==> src/rtl/uart_pkg.sv <==
// Constants and FSM state shared by the UART transmit and receive paths.
package uart_pkg;

    typedef enum logic {
        IDLE,
        TXING
    } state_t;

    localparam int FRAME_BITS = 10;
    localparam int BAUD_W     = 16;

endpackage

==> src/rtl/uart_tx_fifo.sv <==
// Small synchronous byte FIFO feeding the UART transmitter.
module uart_tx_fifo #(
    parameter int DEPTH = 4
) (
    input  logic       clk,
    input  logic       rst_n,
    input  logic       wr_en,
    input  logic [7:0] wr_data,
    input  logic       rd_en,
    output logic [7:0] rd_data,
    output logic       full,
    output logic       empty
);

    localparam int AW = $clog2(DEPTH);
    localparam int CW = AW + 1;

    logic [7:0]    mem_q [DEPTH];
    logic [AW-1:0] wr_ptr_q, wr_ptr_d;
    logic [AW-1:0] rd_ptr_q, rd_ptr_d;
    logic [CW-1:0] count_q, count_d;
    logic          full_q, full_d;
    logic          empty_q, empty_d;
    logic          push, pop;

    // Capacity is judged on the live count; the flags lag it by one cycle.
    always_comb begin
        push     = wr_en && (count_q != CW'(DEPTH));
        pop      = rd_en && (count_q != '0);
        wr_ptr_d = wr_ptr_q + AW'(push);
        rd_ptr_d = rd_ptr_q + AW'(pop);
        count_d  = count_q + CW'(push) - CW'(pop);
        full_d   = (count_q == CW'(DEPTH));
        empty_d  = (count_q == '0);
    end

    always_ff @(posedge clk or negedge rst_n) begin
        if (!rst_n) begin
            wr_ptr_q <= '0;
            rd_ptr_q <= '0;
            count_q  <= '0;
            full_q   <= 1'b0;
            empty_q  <= 1'b1;
        end else begin
            wr_ptr_q <= wr_ptr_d;
            rd_ptr_q <= rd_ptr_d;
            count_q  <= count_d;
            full_q   <= full_d;
            empty_q  <= empty_d;
        end
    end

    always_ff @(posedge clk) begin
        if (push) begin
            mem_q[wr_ptr_q] <= wr_data;
        end
    end

    assign rd_data = mem_q[rd_ptr_q];
    assign full    = full_q;
    assign empty   = empty_q;

endmodule

==> src/rtl/uart_tx_buf.sv <==
// Buffered 8N1 UART transmitter: FIFO, framing FSM, baud and bit counters.
module uart_tx_buf
    import uart_pkg::*;
#(
    parameter int DEPTH = 4
) (
    input  logic              clk,
    input  logic              rst_n,
    input  logic [BAUD_W-1:0] baud_cnt,
    input  logic              wr_en,
    input  logic [7:0]        wr_data,
    output logic              TX,
    output logic              full,
    output logic              empty,
    output logic              busy,
    output logic              tx_done
);

    localparam logic [3:0] LAST_BIT = 4'(FRAME_BITS - 1);

    state_t                  state_q, state_d;
    logic [FRAME_BITS-1:0]   tx_sr_q, tx_sr_d;
    logic [BAUD_W-1:0]       baud_lat_q, baud_lat_d;
    logic [BAUD_W-1:0]       baud_ctr_q, baud_ctr_d;
    logic [3:0]              bit_cnt_q, bit_cnt_d;
    logic                    tx_q, tx_d;
    logic                    done_q, done_d;
    logic                    rd_en;
    logic                    load;
    logic [7:0]              rd_data;

    uart_tx_fifo #(
        .DEPTH(DEPTH)
    ) u_fifo (
        .clk    (clk),
        .rst_n  (rst_n),
        .wr_en  (wr_en),
        .wr_data(wr_data),
        .rd_en  (rd_en),
        .rd_data(rd_data),
        .full   (full),
        .empty  (empty)
    );

    always_comb begin
        state_d    = state_q;
        tx_sr_d    = tx_sr_q;
        baud_lat_d = baud_lat_q;
        baud_ctr_d = baud_ctr_q;
        bit_cnt_d  = bit_cnt_q;
        done_d     = 1'b0;
        rd_en      = 1'b0;
        load       = 1'b0;

        unique case (state_q)
            IDLE: begin
                load = !empty;
            end
            TXING: begin
                baud_ctr_d = baud_ctr_q + 1'b1;
                if (baud_ctr_q == baud_lat_q) begin
                    baud_ctr_d = '0;
                    tx_sr_d    = {1'b1, tx_sr_q[FRAME_BITS-1:1]};
                    bit_cnt_d  = bit_cnt_q + 4'd1;
                    if (bit_cnt_q == LAST_BIT) begin
                        done_d = 1'b1;
                        if (!empty) begin
                            load = 1'b1;
                        end else begin
                            state_d = IDLE;
                        end
                    end
                end
            end
        endcase

        // A reload at frame end starts the next start bit with no idle gap.
        if (load) begin
            rd_en      = 1'b1;
            tx_sr_d    = {1'b1, rd_data, 1'b0};
            baud_lat_d = baud_cnt;
            baud_ctr_d = '0;
            bit_cnt_d  = '0;
            state_d    = TXING;
        end

        tx_d = (state_d == TXING) ? tx_sr_d[0] : 1'b1;
    end

    always_ff @(posedge clk or negedge rst_n) begin
        if (!rst_n) begin
            state_q    <= IDLE;
            tx_sr_q    <= '1;
            baud_lat_q <= '0;
            baud_ctr_q <= '0;
            bit_cnt_q  <= '0;
            tx_q       <= 1'b1;
            done_q     <= 1'b0;
        end else begin
            state_q    <= state_d;
            tx_sr_q    <= tx_sr_d;
            baud_lat_q <= baud_lat_d;
            baud_ctr_q <= baud_ctr_d;
            bit_cnt_q  <= bit_cnt_d;
            tx_q       <= tx_d;
            done_q     <= done_d;
        end
    end

    assign TX      = tx_q;
    assign busy    = (state_q == TXING);
    assign tx_done = done_q;

endmodule
==> config.mk <==
export PLATFORM = sky130hd
export DESIGN_NAME = uart_tx_buf
export DESIGN_NICKNAME = d
export VERILOG_FILES = /design/src/rtl/uart_pkg.sv /design/src/rtl/uart_tx_fifo.sv /design/src/rtl/uart_tx_buf.sv
export SDC_FILE = /design/constraint.sdc
export NUM_CORES = 1
export LEC_CHECK = 0
export BUFFER_PORTS_ARGS = -buffer_cell sky130_fd_sc_hd__buf_4
export CAP_MARGIN = 20
export CORE_MARGIN = 2
export CORE_UTILIZATION = 64
export DETAILED_ROUTE_END_ITERATION = 7
export GPL_TIMING_DRIVEN = 0
export PLACE_DENSITY = 0.84
export REMOVE_ABC_BUFFERS = 1
export SLEW_MARGIN = 20
export SYNTH_ARGS = -nofsm -noshare
export SYNTH_HDL_FRONTEND = slang
export SYNTH_SLANG_ARGS = --single-unit
==> constraint.sdc <==
create_clock -name clk -period 4.8 [get_ports clk]
set_input_delay 0.96 -clock clk [delete_from_list [all_inputs] [get_ports clk]]
set_output_delay 0.96 -clock clk [all_outputs]
set_load 0.02 [all_outputs]
Word-level counts from Yosys, hierarchy flattened
Memory sizes are Yosys's and may differ from the RTL's.
Index checks and enable logic that the tools add are counted.
{ "word_totals": {"ff_bits": 58, "mem_bits_rw": 32, "in_bits": 27, "out_inout_bits": 5, "wordCells": 57, "mem_count": 1} }
{ "op_classes": {"n_addsub": 6, "eq_ne": 4, "muxes": 24, "bitwise_logic": 1, "reduce_logical": 8} }
{ "mem_list": {"columns": ["name", "words", "word_bits", "read_ports", "rd_clocked_by_memory_dff", "write_ports", "line_no", "rtl"], "rows": [
  ["u_fifo.mem_q", 4, 8, 1, 0, 1, "uart_tx_fifo.sv:18", "logic [7:0] mem_q [DEPTH];"]
]} }
{ "op_table": {"columns": ["operator", "n"], "rows": [
  ["2-to-1 mux 16 bit", 3],
  ["2-to-1 mux 10 bit", 3],
  ["adder 16 x 1 -> 16 bit (second input constant)", 1],
  ["== test 16 bit", 1],
  ["2-to-1 mux 1 bit", 14],
  ["2-to-1 mux 4 bit", 3],
  ["adder 2 x 1 -> 2 bit", 2],
  ["adder 4 x 1 -> 4 bit (second input constant)", 1],
  ["== test 4 bit (second input constant)", 1],
  ["nonzero test 2 bit", 2],
  ["adder 3 x 1 -> 3 bit", 1],
  ["== test 3 bit (second input constant)", 1],
  ["zero test 3 bit", 1],
  ["!= test 3 bit (second input constant)", 1],
  ["nonzero test 3 bit", 1],
  ["subtractor 3 x 1 -> 3 bit", 1],
  ["logical AND 1 bit", 2],
  ["one-hot mux 1 bit (2 select lines)", 1],
  ["AND reduction 2 bit", 1],
  ["zero test 1 bit", 1],
  ["inverter 1 bit", 1]
]} }

Logic depth before layout (Yosys ltp)
Gate-level depths: netlist of run 1.
{ "logic_depth": {"depth_word": 7, "ltp_mapped": 14, "ltp_nobuf": 12} }

By module
Synthesis of run 1 repeated with hierarchy kept, for this count alone.
{ "hier_totals": {"hier_cells": 337, "hier_area_um2": 4367.9} }
{ "by_module_without_submodules": {"columns": ["mod", "instances", "cells_each", "area_each_um2", "seq_area_each_um2"], "rows": [
  ["uart_tx_buf", 1, 260, 2753.9, 1239.9],
  ["uart_tx_fifo", 1, 77, 1614.0, 1187.4]
]} }

Least setup slack after synthesis of run 1
No wires, ideal clock.
{ "synth_path": {"path_type": "register to register", "from": "reg baud_ctr_q[9]", "to": "reg u_fifo.count_q[2]", "setup_ns": 0.123, "arrival_ns": 2.719, "required_time_ns": 4.677, "path_slack_ns": 1.958, "stages_incl_launch_ff": 15, "n_path_buf": 3, "synth_period_minus_slack_ns": 2.842, "cell_sequence": "dfrtp_1 > buf_2 > xnor2_1 > nand4_1 > nor4_2 > buf_4 > a21oi_2 > clkbuf_1 > nor2_1 > ha_1 > inv_1 > ha_1 > fa_1 > xnor2_1 > xnor2_1"} }
{ "synth_between": {"elab_chain_cells": 6} }
{ "synth_lines": {"columns": ["element", "line_no", "rtl"], "rows": [
  ["from (decl)", "uart_tx_buf.sv:24", "logic [BAUD_W-1:0] baud_ctr_q, baud_ctr_d;"],
  ["from (signal assigned)", "uart_tx_buf.sv:103", "baud_ctr_q <= baud_ctr_d;"],
  ["== test 16 bit", "uart_tx_buf.sv:61", "if (baud_ctr_q == baud_lat_q) begin"],
  ["2-to-1 mux 1 bit", "uart_tx_buf.sv:61", null],
  ["one-hot mux 1 bit (2 select lines)", "uart_tx_buf.sv:55", "unique case (state_q)"],
  ["2-to-1 mux 1 bit", "uart_tx_buf.sv:78", "if (load) begin"],
  ["logical AND 1 bit", "uart_tx_fifo.sv:29", "pop = rd_en && (count_q != '0);"],
  ["subtractor 3 x 1 -> 3 bit", "uart_tx_fifo.sv:32", "count_d = count_q + CW'(push) - CW'(pop);"],
  ["named net u_fifo.count_d[2]", "uart_tx_fifo.sv:21", "logic [CW-1:0] count_q, count_d;"],
  ["to (signal assigned)", "uart_tx_fifo.sv:47", "count_q <= count_d;"],
  ["to (decl)", "uart_tx_fifo.sv:21", null]
]} }
The timed path passes the listed nets, and every way through them passes these cells.
A chain may end at the register's enable or synchronous reset.

Worst setup path after layout of run 1
{ "layout_path": {"from": "reg baud_ctr_q[3]", "to": "reg u_fifo.count_q[2]"} }
Same word-level chain as after synthesis.

==> results of run 1 <==
-- cells by family after synthesis --
group                    synth area share, %
multiplexers                            4.55
AND/OR/NAND/NOR                         16.0
AO/OA/AOI/OAI                           7.46
XOR/XNOR                                5.31
adder cells (fa/ha/maj)                 2.72
buffers and inverters                   2.65
flip-flops                              61.3
-- routing by layer --
layer  GRT usage, %  up-vias  part of all wire, %
met3           5.00        7                  4.8
met5              0        -                    0
met1           32.7     1295                   42
met2           40.5       70                   52
li1               -     1248                    -
met4           7.38        0                  1.0
-- synthesized netlist by cell type, types with 2 or more instances --
library cell	n	share of area, %
a221oi_1	8	1.8
and3_1	5	0.79
mux4_2	8	4.5
buf_2	3	0.38
a21o_1	2	0.38
clkbuf_1	6	0.57
dfstp_2	12	8.0
xnor2_1	20	4.4
a21oi_1	7	0.88
nand4_1	6	0.95
buf_4	4	0.76
edfxtp_1	32	24
nor2b_1	2	0.32
nand3b_1	2	0.38
nor3_1	3	0.38
or3_1	4	0.63
dfrtp_1	46	29
nor4_1	2	0.32
nand3_1	6	0.76
xor2_1	4	0.88
o21ai_0	26	3.3
nor2_1	25	2.4
ha_1	7	2.2
inv_1	9	0.85
nand2_1	82	7.8
-- state kept, by name, indices dropped and copies added (netlist names) --
name	count
TX	1
baud_ctr_q	16
baud_lat_q	16
bit_cnt_q	4
busy	1
tx_done	1
tx_sr_q	10
u_fifo.count_q	3
u_fifo.empty	1
u_fifo.full	1
u_fifo.mem_q	32
u_fifo.rd_ptr_q	2
u_fifo.wr_ptr_q	2
-- cells in the final DEF, fill, tap and decap left out, types with 7 or more instances in the layout --
cell type	n
a221oi_1	8
dfstp_2	12
buf_4	31
clkbuf_8	9
ha_1	7
nor2_1	25
inv_1	9
xnor2_1	20
edfxtp_1	32
o21ai_0	26
mux4_2	8
dfrtp_1	46
a21oi_1	7
nand2_1	82
-- per-stage QoR --
step | instance area, sq um | util, % | std cells | setup slack (ps) | total power [mW]
floorplan | 3890 | - | 329 | 1810 | 1.15
global placement | 4220 | 70.8 | 435 | 1290 | 1.23
detailed placement | 4220 | 70.9 | 435 | 1190 | 1.25
CTS | 4420 | 74.1 | 451 | 1190 | 1.75
global route | 4430 | 74.3 | 451 | 761 | 1.82
finish | 4430 | 74.3 | 451 | 1130 | 1.74
-- critical path, stage by stage, from the launching register on --
cell	delay, ps
dfrtp_1	450
xnor2_1	170
nand4_1	260
nor4_2	890
a21oi_2	440
nor2_1	260
ha_1	160
inv_1	40
ha_1	210
fa_1	380
xnor2_1	190
xnor2_1	150
-- power breakdown --
part / internal [mW] / leakage, nW / switching, mW
Sequential: 0.920 / 0.997 / 0.0725
Combinational: 0.107 / 0.767 / 0.132
Clock: 0.203 / 0.0931 / 0.303
-- cell type report --
cell class	count	area, sq um
sequential	90	2430
fill	417	1530
multi-input combinational	230	1440
timing repair buffer	31	233
clock buffer	9	124
tap	75	93.8
clock inverter	7	71.3
inverter	9	33.8
-- worst paths after layout --
path	endpoint	slack (ps)	cells after the start
setup / recovery	u_fifo.count_q[2]$_DFF_PN0_	1130	11
hold / removal	u_fifo.empty$_DFF_PN1_	420	1
setup reg to reg	u_fifo.count_q[2]$_DFF_PN0_	1130	11
hold reg to reg	u_fifo.empty$_DFF_PN1_	420	1
max in group asynchronous	u_fifo.count_q[2]$_DFF_PN0_	3690	1
min in group asynchronous	baud_lat_q[8]$_DFFE_PN0N_	640	1
==> results.sh, run 1 <==
export IMPL_outcome="finished clean"
export IMPL_fmax_mhz=272
export IMPL_syn_cell_area_sq_um=3960
export IMPL_grt_usage_pct=24.3
export IMPL_area_delta_synth_final_pct=11.8
export IMPL_finalCriticalPeriod_ps=3670
export IMPL_clock_sinks=90
export IMPL_path_clk_slew_ps=100
export IMPL_critPathArrivalTime_ps=3960
export IMPL_seq_area_frac_synth_pct=61.3
export IMPL_cts_buffers=9
export IMPL_critPathLaunch="baud_ctr_q[3]$_DFFE_PN0P_"
export IMPL_synth_cell_types=37
export IMPL_final_hold_viol_count=0
export IMPL_clockBufferDepth=2
export IMPL_drive_gt1_share_pct=19.1
export IMPL_startpoint_type="flip-flop"
export IMPL_worst_setup_path_end_kind="flip-flop"
export IMPL_antenna_found_initial=0
export IMPL_skew_ps=7.50
export IMPL_wl_um=7330
export IMPL_clkLatencyLatePin_ps=360
export IMPL_worstHoldStart="u_fifo.count_q[0]$_DFF_PN0_"
export IMPL_routabilityCongestion=0.814
export IMPL_hold_class="reg -> reg"
export IMPL_ys_seq_elements=90
export IMPL_antenna_cells=0
export IMPL_io_buffers=31
export IMPL_synth_ff_type="dfrtp_1"
export IMPL_vias=2620
export IMPL_grt_max_degree=59
export IMPL_final_nets=406
export IMPL_clockRootBuffer="clkbuf_8"
export IMPL_fp_dieH_um=82.7
export IMPL_syn_avg_cell_area_sq_um=11.5
export IMPL_drv_cap=0
export IMPL_dr_pass1_iters=4
export IMPL_required_ps=5080
export IMPL_drtIter0Drc=260
export IMPL_crit_type="reg -> reg"
export IMPL_cp_max_fo=18
export IMPL_io_pins=32
export IMPL_overflow=0
export IMPL_cts_hold_buf=0
export IMPL_post_cts_buffers=0
export IMPL_grt_pass1_wl_um=12000
export IMPL_setup_violations=0
export IMPL_fin_crit_sh_pct=76.5
export IMPL_dp_hpwl_um=5030
export IMPL_syn_inst=343
export IMPL_slew_violations=0
export IMPL_ant_nets=0
export IMPL_cts_tree="built"
export IMPL_wl_per_cell_um=16.2
export IMPL_synth_edf_count=32
export IMPL_viasPerCell=5.81
export IMPL_grt_pass1_vias=2478
export IMPL_whs_ps=418
export IMPL_core_area_sq_um=5960
export IMPL_die_width_um=82.7
export IMPL_setup_tns_ps=0
export IMPL_synth_warnings=0
export IMPL_start_util_pct=66.5
export IMPL_power_density_nw_per_um2=393
export IMPL_maxSlewHeadroom_pct=34.3
export IMPL_drc=0
export IMPL_htreeDepth=3
export IMPL_p_leak_nw=1.86
export IMPL_rows=28
export IMPL_peakVddDrop_v=0.000300
export IMPL_post_cts_resized=0
export IMPL_rsz0062_at_grt="false"
export IMPL_dieArea_sq_um=6830
export IMPL_worst_pin_slew_ps=986
export IMPL_async_reset_ff_share_pct=64.4
export IMPL_reg2reg_from="baud_ctr_q[3]$_DFFE_PN0P_"
(Power assumes the default switching activity.)
==> run 2, diff against run 1 <==
CORE_UTILIZATION = 59   (was 64)
PLACE_DENSITY = 0.79   (was 0.84)
clock period = 3.85 ns   (was 4.8 ns; I/O delays follow)
==> results.sh, run 2 (synthesis gave the netlist of run 1 again) <==
export IMPL_cts_buffers=9
export IMPL_grt_pass1_wl_um=12500
export IMPL_place_ws_ps=282
export IMPL_top_regs="u_fifo.mem_q: 32 flops, baud_ctr_q: 16 flops, baud_lat_q: 16 flops"
export IMPL_setup_violations=0
export IMPL_start_util_pct=61.7
export IMPL_wl_um=7210
export IMPL_slew_violations=0
export IMPL_clkLatencyLatePin_ps=350
export IMPL_fillers=484
export IMPL_clockRootBuffer="clkbuf_8"
export IMPL_cts_tree="built"
export IMPL_antenna_found_initial=0
export IMPL_maxSlewHeadroom_pct=33.3
export IMPL_hold_class="reg -> reg"
export IMPL_crit_type="reg -> reg"
export IMPL_final_cell_mix="82 x nand2_1, 46 x dfrtp_1, 32 x edfxtp_1"
export IMPL_dr_pass1_iters=4
export IMPL_die_width_um=85.9
export IMPL_multiInputGateArea_sq_um=1450
export IMPL_final_hold_viol_count=0
export IMPL_overflow=0
export IMPL_clockBufferDepth=2
export IMPL_setup_slack_ps=528
export IMPL_grt_max_degree=59
export IMPL_rows=29
export IMPL_cts_hold_buf=0
export IMPL_critPathLaunch="baud_ctr_q[10]$_DFFE_PN0P_"
export IMPL_grt_usage_pct=22.0
export IMPL_outcome="finished clean"
export IMPL_dp_hpwl_um=4750
export IMPL_required_ps=4120
export IMPL_post_cts_resized=0
export IMPL_routabilityCongestion=0.903
export IMPL_antenna_cells=0
export IMPL_startpoint_type="flip-flop"
export IMPL_regMostFlops="u_fifo.mem_q"
export IMPL_critPathArrivalTime_ps=3600
export IMPL_grt_pass1_vias=2655
export IMPL_hold_path_depth=1
export IMPL_peakVddDrop_v=0.000345
export IMPL_worst_r2r_setup_slack_ps=530
export IMPL_cp_max_fo=18
export IMPL_worst_pin_slew_ps=1000
export IMPL_p_leak_nw=1.90
export IMPL_rsz0062_at_grt="false"
export IMPL_reg2reg_from="baud_ctr_q[10]$_DFFE_PN0P_"
export IMPL_ant_nets=0
export IMPL_skew_ps=6.78
export IMPL_drtIter0Drc=194
export IMPL_io_pins=32
export IMPL_wl_per_cell_um=15.9
export IMPL_hold_path_end="u_fifo.empty$_DFF_PN1_"
export IMPL_final_common_cell="nand2_1"
export IMPL_worst_setup_path_end_kind="flip-flop"
export IMPL_htreeDepth=3
export IMPL_clock_sinks=90
export IMPL_fmax_mhz=301
export IMPL_fp_dieH_um=85.9
export IMPL_largest_reg_flops=32
export IMPL_vias=2597
export IMPL_worstReg2RegEnd="u_fifo.count_q[2]$_DFF_PN0_"
export IMPL_reg2regPathDepth=11
export IMPL_drc=0
export IMPL_path_clk_slew_ps=90
export IMPL_core_area_sq_um=6420
export IMPL_final_core_util_pct=69.9
export IMPL_fin_crit_sh_pct=86.3
export IMPL_post_cts_buffers=0
export IMPL_seq_area_sq_um=2430
export IMPL_worstHoldStart="u_fifo.count_q[1]$_DFF_PN0_"
export IMPL_drive_gt1_share_pct=19.1
export IMPL_viasPerCell=5.73
export IMPL_power_density_nw_per_um2=515
export IMPL_dieArea_sq_um=7380
export IMPL_finalCriticalPeriod_ps=3320
export IMPL_drv_cap=0
export IMPL_area_delta_synth_final_pct=13.4
export IMPL_setup_tns_ps=0
export IMPL_io_buffers=31
export IMPL_final_nets=406
## run 2: stage by stage
step                      instance area, sq um  cells  hold WS (ps)  total power, mW
final                                     4490    453           423             2.31
after global routing                      4490    453           462             2.43
after CTS                                 4470    453           425             2.33
after detailed placement                  4220    437           410             1.55
after global placement                    4220    437           403             1.53
after floorplan                           3890    329           385             1.43
## run 2: per-layer routing
layer	up-vias	GRT usage (%)	wire length (um)
met3	8	5.20	369
li1	1252	-	-
met4	0	7.07	98
met1	1269	30.8	3280
met2	68	34.5	3460
met5	-	0	0
## run 2: how the worst max path moves through the flow
stage,to,slack [ps]
final,u_fifo.count_q[2]$_DFF_PN0_,530
after global routing,u_fifo.count_q[2]$_DFF_PN0_,230
after CTS,u_fifo.count_q[2]$_DFF_PN0_,240
after detailed placement,u_fifo.count_q[2]$_DFF_PN0_,280
after global placement,u_fifo.count_q[2]$_DFF_PN0_,400
after floorplan,u_fifo.count_q[2]$_DFF_PN0_,860
## run 2: where the power goes
group	switching (mW)	internal [mW]	total, mW	leakage, nW
Combinational	0.161	0.132	0.294	0.780
Clock	0.343	0.437	0.780	0.120
Sequential	0.0923	1.15	1.24	0.997
## run 2: layout make-up
class | count | area share (%)
Clock buffer | 9 | 2.76
Inverter | 9 | 0.752
Multi-Input combinational cell | 230 | 32.3
Clock inverter | 7 | 2.76
Timing Repair Buffer | 31 | 5.18
Sequential cell | 90 | 54.1
Tap cell | 77 | 2.15
## run 2: worst max-delay path, stage by stage, from the launching register on
cell	delay [ps]
dfrtp_1	470
xnor2_1	190
nand4_1	270
nor4_4	610
a21oi_2	360
nor2_1	260
ha_1	150
inv_1	40
ha_1	200
fa_1	370
xnor2_1	180
xnor2_1	130
==> run 3, diff against run 2 <==
CELL_PAD_IN_SITES_DETAIL_PLACEMENT = 1   (was default)
CELL_PAD_IN_SITES_GLOBAL_PLACEMENT = 1   (was default)
CORE_UTILIZATION = 48   (was 59)
PLACE_DENSITY = default   (was 0.79)
PLACE_DENSITY_LB_ADDON = 0.1   (was default)
==> results.sh, run 3 (synthesis gave the netlist of run 1 again) <==
export IMPL_outcome="finished clean"
export IMPL_hold_class="reg -> reg"
export IMPL_skew_ps=12.2
export IMPL_start_util_pct=48.9
export IMPL_startpoint_type="flip-flop"
export IMPL_cp_max_fo=18
export IMPL_reg2reg_from="baud_ctr_q[3]$_DFFE_PN0P_"
export IMPL_regMostFlops="u_fifo.mem_q"
export IMPL_dr_pass1_iters=4
export IMPL_finalCriticalPeriod_ps=3470
export IMPL_setup_violations=0
export IMPL_grt_pass1_vias=2731
export IMPL_htreeDepth=3
export IMPL_reg2regPathDepth=11
export IMPL_core_area_sq_um=8090
export IMPL_vias=2630
export IMPL_fin_crit_sh_pct=90.1
export IMPL_placed_cells=465
export IMPL_total_power_mw=2.25
export IMPL_grt_pass1_wl_um=14000
export IMPL_clock_sinks=90
export IMPL_p_leak_nw=1.89
export IMPL_power_density_nw_per_um2=498
export IMPL_placed_area_sq_um=4270
export IMPL_final_common_cell="nand2_1"
export IMPL_worst_r2r_setup_slack_ps=380
export IMPL_fmax_mhz=288
export IMPL_worst_pin_slew_ps=975
export IMPL_wl_per_cell_um=17.6
export IMPL_overflow=0
export IMPL_drtIter0Drc=94
export IMPL_setup_tns_ps=0
export IMPL_final_cells=482
export IMPL_cts_tree="built"
export IMPL_io_buffers=31
export IMPL_grt_max_degree=59
export IMPL_slew_violations=0
export IMPL_design_area_sq_um=4510
export IMPL_top_regs="u_fifo.mem_q: 32 flops, baud_ctr_q: 16 flops, baud_lat_q: 16 flops"
export IMPL_antenna_cells=0
export IMPL_clockRootBuffer="clkbuf_8"
export IMPL_dieArea_sq_um=8990
export IMPL_peakVddDrop_v=0.000390
export IMPL_cts_buffers=9
export IMPL_maxSlewHeadroom_pct=35.0
export IMPL_worstReg2RegEnd="u_fifo.count_q[2]$_DFF_PN0_"
export IMPL_hold_path_end="u_fifo.empty$_DFF_PN1_"
export IMPL_dp_hpwl_um=5690
export IMPL_drc=0
export IMPL_routabilityCongestion=0.765
export IMPL_cts_hold_buf=0
export IMPL_grt_usage_pct=20.6
export IMPL_drv_cap=0
export IMPL_final_nets=407
export IMPL_die_width_um=94.8
export IMPL_critPathArrivalTime_ps=3760
export IMPL_largest_reg_flops=32
export IMPL_multiInputGateArea_sq_um=1450
export IMPL_ant_nets=0
export IMPL_rsz0062_at_grt="false"
export IMPL_final_hold_viol_count=0
export IMPL_fp_dieH_um=94.8
export IMPL_required_ps=4150
export IMPL_io_pins=32
export IMPL_seq_area_sq_um=2430
export IMPL_fillers=883
export IMPL_drive_gt1_share_pct=19.4
export IMPL_crit_type="reg -> reg"
export IMPL_final_cell_mix="82 x nand2_1, 46 x dfrtp_1, 32 x edfxtp_1"
export IMPL_antenna_found_initial=0
export IMPL_worstHoldStart="u_fifo.count_q[1]$_DFF_PN0_"
export IMPL_area_delta_synth_final_pct=13.8
export IMPL_path_clk_slew_ps=100
export IMPL_viasPerCell=5.46
export IMPL_hold_path_depth=1
export IMPL_worst_setup_path_end_kind="flip-flop"
export IMPL_wl_um=8470
export IMPL_clockBufferDepth=2
export IMPL_rows=33
export IMPL_clkLatencyLatePin_ps=360
-- run 3: changes by cell type in the layout (fill, tap and decap cells not counted), sizes merged --
cell	change
clkbuf	+1
clkinv	+1
inv	+1
bufinv	-2
-- run 3: worst max path at each step --
stage                              startpoint                           to  slack, ps
floorplan           baud_ctr_q[3]$_DFFE_PN0P_  u_fifo.count_q[2]$_DFF_PN0_        860
global placement    baud_ctr_q[3]$_DFFE_PN0P_  u_fifo.count_q[2]$_DFF_PN0_        240
detailed placement  baud_ctr_q[3]$_DFFE_PN0P_  u_fifo.count_q[2]$_DFF_PN0_        160
CTS                 baud_ctr_q[3]$_DFFE_PN0P_  u_fifo.count_q[2]$_DFF_PN0_         90
global route        baud_ctr_q[6]$_DFFE_PN0P_  u_fifo.count_q[2]$_DFF_PN0_        110
finish              baud_ctr_q[3]$_DFFE_PN0P_  u_fifo.count_q[2]$_DFF_PN0_        380
-- run 3: what timing repair did --
| item | in CTS | in global routing |
|---|---|---|
| endpoints found under the setup margin | 0 | 2 |
| buffers inserted | 0 | 0 |
| resized for setup | 0 | 1 |
-- run 3: layout make-up --
cell class              count  share of cell area [%]
clock buffers               9                    2.75
multi-input cells         230                    32.2
flip-flops and latches     90                    53.9
well taps                 105                    2.92
repair buffers             32                    5.33
clock inverters             7                    2.14
inverters                   9                   0.750
-- run 3: critical path: stages (launching register included) --
cell and delay, ps:
dfrtp_1 460, xnor2_1 180, nand4_1 330, nor4_4 710, a21oi_2 410, nor2_1 240, ha_1 140, inv_1 40
ha_1 200, fa_1 380, xnor2_1 170, xnor2_1 130
-- run 3: power by group --
group / switching (mW) / internal, mW
Clock: 0.381 / 0.320
Combinational: 0.170 / 0.132
Sequential: 0.0945 / 1.15
-- run 3: layer usage --
layer  global-route usage, %  share of wire [%]  vias up
li1                        -                  -     1249
met1                    28.1                 47     1327
met2                    33.7                 48       47
met3                    4.55                3.5        7
met4                    4.95                1.1        0
met5                       0                  0        -
-- run 3: per-stage QoR --
stage                     util [%]  worst slack [ps]  hold slack (ps)
after CTS                     55.5              87.0              435
after floorplan                  -               863              385
final                         55.7               382              432
after detailed placement      52.8               156              410
after global routing          55.7               115              476
after global placement        52.6               244              406
